<file path="src/rtl/lsu_pkg.sv">
// -----------------------------------------------------------------------------
// lsu_pkg
// Shared types and helpers for the load/store unit.
//   size_e    : access size encoding (byte, half, word, double)
//   state_e   : access FSM states
//   LANES     : byte lanes of the default 32-bit datapath
//   lanes_of  : byte lanes for a given data width
//   eff_size  : folds a doubleword request to word on a 32-bit datapath
//   size_mask : low address bits that must be zero for a naturally aligned access
// -----------------------------------------------------------------------------
package lsu_pkg;

  typedef enum logic [1:0] {
    SZ_B = 2'b00,
    SZ_H = 2'b01,
    SZ_W = 2'b10,
    SZ_D = 2'b11
  } size_e;

  typedef enum logic [1:0] {
    IDLE = 2'b00,
    BUSY = 2'b01,
    DONE = 2'b10
  } state_e;

  localparam int XLEN_DEFAULT = 32;
  localparam int LANES        = XLEN_DEFAULT / 8;

  function automatic int lanes_of(input int xlen);
    return xlen / 8;
  endfunction

  function automatic size_e eff_size(input logic [1:0] sz, input int xlen);
    size_e r;
    case (sz)
      2'b00:   r = SZ_B;
      2'b01:   r = SZ_H;
      2'b10:   r = SZ_W;
      2'b11:   r = (xlen == 64) ? SZ_D : SZ_W;
      default: r = SZ_W;
    endcase
    return r;
  endfunction

  function automatic logic [2:0] size_mask(input size_e sz);
    logic [2:0] m;
    case (sz)
      SZ_B:    m = 3'd0;
      SZ_H:    m = 3'd1;
      SZ_W:    m = 3'd3;
      SZ_D:    m = 3'd7;
      default: m = 3'd0;
    endcase
    return m;
  endfunction

endpackage

</file>
<file path="src/rtl/load_store_unit_if.sv">
// -----------------------------------------------------------------------------
// load_store_unit_if
// Request/acknowledge data-memory port of the load/store unit.
//   master (LSU)   : drives mem_req, mem_we, mem_addr, mem_be, mem_wdata
//   slave (memory) : drives mem_ack, mem_rdata
// Lane order is big-endian: byte offset 0 is the MSB lane and the MSB of mem_be.
// -----------------------------------------------------------------------------
interface load_store_unit_if #(
  parameter int XLEN   = 32,
  parameter int ADDR_W = 32
);
  logic                mem_req;
  logic                mem_we;
  logic [ADDR_W-1:0]   mem_addr;
  logic [XLEN/8-1:0]   mem_be;
  logic [XLEN-1:0]     mem_wdata;
  logic                mem_ack;
  logic [XLEN-1:0]     mem_rdata;

  modport master (
    output mem_req, mem_we, mem_addr, mem_be, mem_wdata,
    input  mem_ack, mem_rdata
  );

  modport slave (
    input  mem_req, mem_we, mem_addr, mem_be, mem_wdata,
    output mem_ack, mem_rdata
  );
endinterface

</file>
<file path="src/rtl/lsu_load_align.sv">
// -----------------------------------------------------------------------------
// lsu_load_align
// Combinational load-data extraction: picks the lanes at the byte offset of a
// big-endian memory word and sign- or zero-extends them to XLEN.
//   off_i      : byte offset inside the memory word (already size-aligned)
//   size_i     : access size
//   unsigned_i : 1 zero-extend, 0 sign-extend
//   rdata_i    : raw memory word
//   data_o     : extended load data
// -----------------------------------------------------------------------------
module lsu_load_align
  import lsu_pkg::*;
#(
  parameter int XLEN  = 32,
  parameter int OFF_W = $clog2(XLEN / 8)
) (
  input  logic [OFF_W-1:0] off_i,
  input  size_e            size_i,
  input  logic             unsigned_i,
  input  logic [XLEN-1:0]  rdata_i,
  output logic [XLEN-1:0]  data_o
);

  logic [XLEN-1:0] sh_s;
  logic [6:0]      drop_s;

  // Move the addressed lane to the top, then shift it back down with the
  // requested extension; the right shift does the sign/zero fill for free.
  always_comb begin
    sh_s = rdata_i << {off_i, 3'b000};
    case (size_i)
      SZ_B:    drop_s = 7'(XLEN - 8);
      SZ_H:    drop_s = 7'(XLEN - 16);
      SZ_W:    drop_s = 7'(XLEN - 32);
      default: drop_s = 7'd0;
    endcase
    if (unsigned_i) begin
      data_o = sh_s >> drop_s;
    end else begin
      data_o = $signed(sh_s) >>> drop_s;
    end
  end

endmodule

</file>
<file path="src/rtl/load_store_unit.sv">
// -----------------------------------------------------------------------------
// load_store_unit
// Memory-stage access unit: byte/half/word (and double at XLEN=64) loads and
// stores over a request/acknowledge memory port with arbitrary wait states.
// Stalls the pipeline while an access is in flight and returns extended load
// data tagged with its destination register.
//   clk, reset          : clock, asynchronous active-high reset
//   req_*               : pipeline request, held stable while stall is high
//   stall               : pipeline must hold (combinational)
//   resp_valid/rdata/rd : one-cycle load completion
//   misalign            : one-cycle misaligned-access pulse
//   mem                 : memory port (load_store_unit_if.master)
// Optional feature macro: LSU_MISALIGN_TRAP_EN. When defined, misaligned
// accesses skip memory and pulse misalign; otherwise the offending low address
// bits are cleared and the access proceeds.
// -----------------------------------------------------------------------------
module load_store_unit
  import lsu_pkg::*;
#(
  parameter int XLEN   = 32,
  parameter int ADDR_W = 32
) (
  input  logic              clk,
  input  logic              reset,
  input  logic              req_valid,
  input  logic              req_write,
  input  logic [1:0]        req_size,
  input  logic              req_unsigned,
  input  logic [ADDR_W-1:0] req_addr,
  input  logic [XLEN-1:0]   req_wdata,
  input  logic [4:0]        req_rd,
  output logic              stall,
  output logic              resp_valid,
  output logic [XLEN-1:0]   resp_rdata,
  output logic [4:0]        resp_rd,
  output logic              misalign,
  load_store_unit_if.master mem
);

  localparam int NLANES = lanes_of(XLEN);
  localparam int OFF_W  = $clog2(NLANES);
  localparam logic [NLANES-1:0] BE_ALL = '1;
  // Byte-enable patterns for offset 0; shifted right by the byte offset.
  localparam logic [NLANES-1:0] BE_B = BE_ALL << (NLANES - 1);
  localparam logic [NLANES-1:0] BE_H = BE_ALL << (NLANES - 2);
  localparam logic [NLANES-1:0] BE_W = BE_ALL << (NLANES - 4);

  state_e            state_q, state_d;
  logic              mem_req_q, mem_req_d;
  logic              mem_we_q, mem_we_d;
  logic [ADDR_W-1:0] mem_addr_q, mem_addr_d;
  logic [NLANES-1:0] mem_be_q, mem_be_d;
  logic [XLEN-1:0]   mem_wdata_q, mem_wdata_d;
  logic              resp_valid_q, resp_valid_d;
  logic [XLEN-1:0]   resp_rdata_q, resp_rdata_d;
  logic [4:0]        resp_rd_q, resp_rd_d;
  logic              misalign_q, misalign_d;
  logic              write_q, write_d;
  size_e             size_q, size_d;
  logic              uns_q, uns_d;
  logic [OFF_W-1:0]  off_q, off_d;
  logic [4:0]        rd_q, rd_d;

  size_e             sz_s;
  logic [2:0]        mask3_s;
  logic [OFF_W-1:0]  mask_s;
  logic [OFF_W-1:0]  off_raw_s;
  logic [OFF_W-1:0]  off_s;
  logic              misalign_hit_s;
  logic [NLANES-1:0] be_s;
  logic [XLEN-1:0]   wdata_s;
  logic [XLEN-1:0]   ld_data_s;

  assign sz_s      = eff_size(req_size, XLEN);
  assign mask3_s   = size_mask(sz_s);
  assign mask_s    = OFF_W'(mask3_s);
  assign off_raw_s = req_addr[OFF_W-1:0];
  // Silent alignment: bits below the access size are ignored.
  assign off_s     = off_raw_s & ~mask_s;

`ifdef LSU_MISALIGN_TRAP_EN
  assign misalign_hit_s = |(off_raw_s & mask_s);
`else
  assign misalign_hit_s = 1'b0;
`endif

  // Store lane encoding: replicate the data across lanes, enable only the
  // lanes at the access offset.
  always_comb begin
    be_s    = BE_ALL;
    wdata_s = req_wdata;
    case (sz_s)
      SZ_B: begin
        be_s    = BE_B >> off_s;
        wdata_s = {NLANES{req_wdata[7:0]}};
      end
      SZ_H: begin
        be_s    = BE_H >> off_s;
        wdata_s = {(NLANES / 2){req_wdata[15:0]}};
      end
      SZ_W: begin
        be_s    = BE_W >> off_s;
        wdata_s = {(NLANES / 4){req_wdata[31:0]}};
      end
      default: begin
        be_s    = BE_ALL;
        wdata_s = req_wdata;
      end
    endcase
  end

  lsu_load_align #(
    .XLEN  (XLEN),
    .OFF_W (OFF_W)
  ) u_load_align (
    .off_i      (off_q),
    .size_i     (size_q),
    .unsigned_i (uns_q),
    .rdata_i    (mem.mem_rdata),
    .data_o     (ld_data_s)
  );

  // FSM next state and registered outputs.
  always_comb begin
    state_d      = state_q;
    mem_req_d    = mem_req_q;
    mem_we_d     = mem_we_q;
    mem_addr_d   = mem_addr_q;
    mem_be_d     = mem_be_q;
    mem_wdata_d  = mem_wdata_q;
    resp_valid_d = resp_valid_q;
    resp_rdata_d = resp_rdata_q;
    resp_rd_d    = resp_rd_q;
    misalign_d   = misalign_q;
    write_d      = write_q;
    size_d       = size_q;
    uns_d        = uns_q;
    off_d        = off_q;
    rd_d         = rd_q;
    case (state_q)
      IDLE: begin
        if (req_valid) begin
          write_d = req_write;
          size_d  = sz_s;
          uns_d   = req_unsigned;
          off_d   = off_s;
          rd_d    = req_rd;
          if (misalign_hit_s) begin
            state_d    = DONE;
            misalign_d = 1'b1;
          end else begin
            state_d     = BUSY;
            mem_req_d   = 1'b1;
            mem_we_d    = req_write;
            mem_addr_d  = {req_addr[ADDR_W-1:OFF_W], {OFF_W{1'b0}}};
            mem_be_d    = be_s;
            mem_wdata_d = wdata_s;
          end
        end else begin
          state_d = IDLE;
        end
      end
      BUSY: begin
        if (mem.mem_ack) begin
          state_d   = DONE;
          mem_req_d = 1'b0;
          mem_we_d  = 1'b0;
          if (!write_q) begin
            resp_valid_d = 1'b1;
            resp_rdata_d = ld_data_s;
            resp_rd_d    = rd_q;
          end else begin
            resp_valid_d = 1'b0;
          end
        end else begin
          state_d = BUSY;
        end
      end
      DONE: begin
        state_d      = IDLE;
        resp_valid_d = 1'b0;
        misalign_d   = 1'b0;
      end
      default: begin
        state_d      = IDLE;
        mem_req_d    = 1'b0;
        mem_we_d     = 1'b0;
        resp_valid_d = 1'b0;
        misalign_d   = 1'b0;
      end
    endcase
  end

  // State and output registers.
  always_ff @(posedge clk or posedge reset) begin
    if (reset) begin
      state_q      <= IDLE;
      mem_req_q    <= 1'b0;
      mem_we_q     <= 1'b0;
      mem_addr_q   <= '0;
      mem_be_q     <= '0;
      mem_wdata_q  <= '0;
      resp_valid_q <= 1'b0;
      resp_rdata_q <= '0;
      resp_rd_q    <= 5'd0;
      misalign_q   <= 1'b0;
      write_q      <= 1'b0;
      size_q       <= SZ_B;
      uns_q        <= 1'b0;
      off_q        <= '0;
      rd_q         <= 5'd0;
    end else begin
      state_q      <= state_d;
      mem_req_q    <= mem_req_d;
      mem_we_q     <= mem_we_d;
      mem_addr_q   <= mem_addr_d;
      mem_be_q     <= mem_be_d;
      mem_wdata_q  <= mem_wdata_d;
      resp_valid_q <= resp_valid_d;
      resp_rdata_q <= resp_rdata_d;
      resp_rd_q    <= resp_rd_d;
      misalign_q   <= misalign_d;
      write_q      <= write_d;
      size_q       <= size_d;
      uns_q        <= uns_d;
      off_q        <= off_d;
      rd_q         <= rd_d;
    end
  end

  assign stall         = req_valid && (state_q != DONE);
  assign resp_valid    = resp_valid_q;
  assign resp_rdata    = resp_rdata_q;
  assign resp_rd       = resp_rd_q;
  assign misalign      = misalign_q;
  assign mem.mem_req   = mem_req_q;
  assign mem.mem_we    = mem_we_q;
  assign mem.mem_addr  = mem_addr_q;
  assign mem.mem_be    = mem_be_q;
  assign mem.mem_wdata = mem_wdata_q;

endmodule
</file>
<file path="src/flat_wrapper.sv">
// flat-port wrapper written by rule: the top's interface ports become plain ports
module load_store_unit_flat import lsu_pkg::*;
#(
  parameter int XLEN   = 32,
  parameter int ADDR_W = 32
)
  (clk, reset, req_valid, req_write, req_size, req_unsigned, req_addr, req_wdata, req_rd, stall, resp_valid, resp_rdata, resp_rd, misalign, mem_mem_req, mem_mem_we, mem_mem_addr, mem_mem_be, mem_mem_wdata, mem_mem_ack, mem_mem_rdata);
  load_store_unit_if #(.XLEN(XLEN), .ADDR_W(ADDR_W)) mem_i ();
  input  logic clk;
  input  logic reset;
  input  logic req_valid;
  input  logic req_write;
  input  logic [1:0] req_size;
  input  logic req_unsigned;
  input  logic [ADDR_W-1:0] req_addr;
  input  logic [XLEN-1:0] req_wdata;
  input  logic [4:0] req_rd;
  output logic stall;
  output logic resp_valid;
  output logic [XLEN-1:0] resp_rdata;
  output logic [4:0] resp_rd;
  output logic misalign;
  output wire logic [$bits(mem_i.mem_req)-1:0] mem_mem_req;
  output wire logic [$bits(mem_i.mem_we)-1:0] mem_mem_we;
  output wire logic [$bits(mem_i.mem_addr)-1:0] mem_mem_addr;
  output wire logic [$bits(mem_i.mem_be)-1:0] mem_mem_be;
  output wire logic [$bits(mem_i.mem_wdata)-1:0] mem_mem_wdata;
  input wire logic [$bits(mem_i.mem_ack)-1:0] mem_mem_ack;
  input wire logic [$bits(mem_i.mem_rdata)-1:0] mem_mem_rdata;
  assign mem_mem_req = mem_i.mem_req;
  assign mem_mem_we = mem_i.mem_we;
  assign mem_mem_addr = mem_i.mem_addr;
  assign mem_mem_be = mem_i.mem_be;
  assign mem_mem_wdata = mem_i.mem_wdata;
  assign mem_i.mem_ack = mem_mem_ack;
  assign mem_i.mem_rdata = mem_mem_rdata;
  load_store_unit #(.XLEN(XLEN), .ADDR_W(ADDR_W)) u_core (.clk(clk), .reset(reset), .req_valid(req_valid), .req_write(req_write), .req_size(req_size), .req_unsigned(req_unsigned), .req_addr(req_addr), .req_wdata(req_wdata), .req_rd(req_rd), .stall(stall), .resp_valid(resp_valid), .resp_rdata(resp_rdata), .resp_rd(resp_rd), .misalign(misalign), .mem(mem_i));
endmodule
</file>
<file path="config.mk">
export PLATFORM = sky130hd
export DESIGN_NAME = load_store_unit_flat
export DESIGN_NICKNAME = d
export VERILOG_FILES = /design/src/rtl/lsu_pkg.sv /design/src/rtl/load_store_unit_if.sv /design/src/rtl/lsu_load_align.sv /design/src/rtl/load_store_unit.sv /design/src/flat_wrapper.sv
export SDC_FILE = /design/constraint.sdc
export NUM_CORES = 1
export LEC_CHECK = 0
export ABC_AREA = 1
export BUFFER_PORTS_ARGS = -buffer_cell sky130_fd_sc_hd__clkbuf_2
export CAP_MARGIN = 20
export CORE_MARGIN = 4
export CORE_UTILIZATION = 35
export DETAILED_ROUTE_END_ITERATION = 16
export PLACE_DENSITY = 0.66
export SLEW_MARGIN = 40
export SYNTH_ARGS = -nofsm -noshare
export SYNTH_HDL_FRONTEND = slang
export SYNTH_HIERARCHICAL = 1
export SYNTH_SLANG_ARGS = --single-unit
export TNS_END_PERCENT = 5
</file>
<file path="constraint.sdc">
create_clock -name clk -period 9.2 [get_ports clk]
set_input_delay 2.76 -clock clk [delete_from_list [all_inputs] [get_ports clk]]
set_output_delay 2.76 -clock clk [all_outputs]
set_load 0.005 [all_outputs]
</file>
==> summary by stage <==
Timing
Setup violations remaining at the end of the flow were counted as 0. The final count of hold timing violations came to 0. Summed over all failing endpoints, the final setup total negative slack is 0 ps. The normalized max-slew margin is 51.0%.

The number of pins exceeding their max-slew limit in the final report is 0. Setup repair after global routing left no endpoint under its margin. After layout, the worst path uses 65.1% of the clock period. The highest achievable clock rate is 167 MHz. The worst path needs around 6000 ps of the cycle, external delays included. After layout, the worst setup slack is ~3200 ps. The clock skew is 10.6 ps. At the pin with the least slew margin, the transition time is ~740 ps.

CTS
The later-pin clock latency in the skew report is between 400 and 500 ps. The number of levels in the clock H-tree is 4. After clock tree synthesis, the repair step resized 0 gates.

CTS saw about 120 sinks. The number of clock buffers added by TritonCTS is 17. The maximum count of clock buffers along a single path is 2. After clock tree synthesis, the setup repair step added 0 buffers. The CTS tree is built. The tree is rooted in a clkbuf_16. The total of hold buffers inserted after clock tree synthesis is 0. After clock tree synthesis, the clock-pin slew on the worst setup and hold paths is 60 ps.

Worst setup path
The kind of start point of the critical path is an input pin. The setup check on the worst reg-to-reg path leaves a slack of 6970 ps. The worst flop-to-flop path endpoint is u_core/resp_rdata[14]$_DFFE_PP0P_. The number of cells on the worst reg-to-reg path is 6. The critical-path maximum fanout is 3. The startpoint of the worst-slack reg-to-reg timing path is u_core/off_q[1]$_DFFE_PP0P_. The data arrival at the endpoint of the critical path is 3230 ps. The worst endpoint required time is 6440 ps. STA classifies the critical path endpoint as an output port.

The critical path class is in -> out.

Floorplan
The total number of placement rows is 47. The number of top-level design ports is 219. The core footprint is about 0.017 mm². The die extent in y is 139 µm. The full die area is about 0.019 mm².

In this run the horizontal extent of the chip is 139 µm. For this configuration, the core starts out at a cell density of between 30 and 40%.

Pwr
In this run the power density over the cells is 310 mW/mm². The reported leakage power is around 0.0044 µW. The worst IR drop on VDD is around 0.00014 V. The total power is between 2000 and 2500 µW.

Logic synthesis
The proportion of synthesized chip area in sequential cells is approximately 50%. After synthesis the cells add up to around 0.006 mm². The Yosys step of the flow raised 6 warnings.

By area the synthesized netlist is led by dfrtp_1 (49%), nand2_1 (23%), nand3_1 (6.0%). The biggest area consumer among synthesized cells is dfrtp_1. The count of distinct cell types in the synthesized netlist is 24.

In this run the mean area of a mapped cell was between 7 and 8 µm². The number of standard cells after synthesis is roughly 800. Summed over its instances, the top area cell type makes up 49.4% of the synthesized netlist area. Counting flops and latches in the post-synthesis netlist gives 119.

Global route
The first-pass GRT wire length is approximately 28,000 µm. The number of global-route vias before repair is ~5,500. The initial antenna violation count was 0. The busiest metal layer after global routing is met2. The pin count of the biggest net entering global routing is 85. For met2 alone, demand over resource in global routing was 27.9%.

For met1 alone, demand over resource in global routing was 23.4%. The all-layer global routing usage is 18.1%. The global-route track usage on met3 is 6.96%. The remaining global-route overflow is 0.

Finish
The number of cells in the finished layout apart from fillers is 1,236. From synthesis to final layout, the design area changed by 28.0%. The area of the multi-input gates is 0.00247 mm². For this run, the post-layout net count is 1,112.

The final design area excluding fillers is 0.00771 mm². The count of antenna diodes in the layout is 0. The number of filler instances in the final layout is 1,722. In the final layout, the share of cells above drive strength 1 is 28.1%. The sequential cell area is 0.00298 mm².

Route
The total detailed-routing wirelength is 17,400 µm. The number of DRC violations after detailed-routing iteration 0 is approximately 350. In the routed layout, each cell is associated on average with a via count of 4.64.

The number of antenna-violating nets in the routed design is 0. The first TritonRoute pass finished after 4 iterations. The post-route DRC violation count is 0. The overall via count from detail_route is 5,733.

Dividing the detail-routed wire length by the instance count gives 14.1 µm.

Place
In this run, placement finished with an instance count of between 1,000 and 1,500. At the placement stage, the worst setup path has a slack of 3200 ps. The placed instance area is 0.00713 mm². The global placement routability congestion is 0.853. Once detailed placement completed, the half-perimeter wirelength came to 12,300 µm. The quantity of I/O buffers inserted on ports is ~220.

Worst hold path
The startpoint identified for the worst hold timing path is u_core/mem.mem_req$_DFFE_PP0P_. The path with the worst hold slack has its endpoint at u_core/mem.mem_req$_DFFE_PP0P_. The class of the most critical hold timing path is reg -> reg. The hold path depth is 2.

Outcome
The flow ran to the end, and the final reports show no timing, DRC or antenna violations.

Flow run
The number of maximum-capacitance constraint violations is 0.
## layout make-up
cell class              count  area share [%]
inverters                  76            3.73
repair buffers            219            14.5
clock buffers              17            5.52
well taps                 220            3.57
clock inverters            15            2.01
flip-flops and latches    119            38.6
multi-input cells         570            32.1
## per-layer routing
metal,share of wire [%],vias to the layer above,wire (µm)
met5,0,-,0
met4,1.6,0,286
met3,10,15,1780
met2,45,237,7840
met1,43,2581,7480
li1,-,2900,-
## flip-flops by register name (all words and copies together), names as in the netlist, 4 cells and up
name,flops
u_core/resp_rdata,32
u_core/rd_q,5
u_core/mem.mem_wdata,32
u_core/resp_rd,5
u_core/mem.mem_addr,30
u_core/mem.mem_be,4
## per-stage QoR
stage	hold WS, ps	util [%]
CTS	476	46.1
finish	477	46.2
global placement	459	42.6
detailed placement	462	42.7
global route	496	46.2
floorplan	465	-
## cells by family (layout without fill, tap and decap cells)
| group | Yosys count | count (layout) | synth area share, % |
|---|---|---|---|
| AO/OA/AOI/OAI | 97 | 97 | 9.49 |
| buffers and inverters | 121 | 327 | 9.67 |
| flip-flops | 119 | 119 | 49.4 |
| other | 1 | 3 | 0.0622 |
| AND/OR/NAND/NOR | 470 | 470 | 31.4 |
## Yosys cell counts, drive strengths merged
master	count
a21oi	2
buf	40
clkbuf	5
clkinv	1
conb	1
dfrtp	119
inv	75
nand2	378
nand3	74
nand4	1
nor2	16
nor3	1
o211ai	5
o21ai	89
o21bai	1
## where the power goes
group	leakage (µW)	switching [µW]	internal, µW
Combinational	0.00266	507	342
Clock	0.000274	275	383
Sequential	0.00149	147	740
## cell usage in the layout, fill, tap and decap left out, drive strengths merged, types with 4 or more instances in the layout
cell      synthesis  layout
o211ai            5       5
dfrtp           119     119
o21ai            89      89
buf              40       4
nand3            74      74
nor2             16      16
clkbuf            5     232
inv              75      85
clkinvlp          0       4
nand2           378     378
## critical path, stage by stage
cell and delay, ps:
clkbuf_2 120, inv_1 50, a21oi_1 160, clkbuf_2 150
## worst max-delay path by stage
stage	to	from	slack, ps
floorplan	u_core/mem.mem_addr[10]$_DFFE_PP0P_	reset	3280
global placement	stall	req_valid	3190
finish	stall	req_valid	3210
CTS	stall	req_valid	3200
detailed placement	stall	req_valid	3200
global route	stall	req_valid	3120
(Power assumes the default switching activity.)
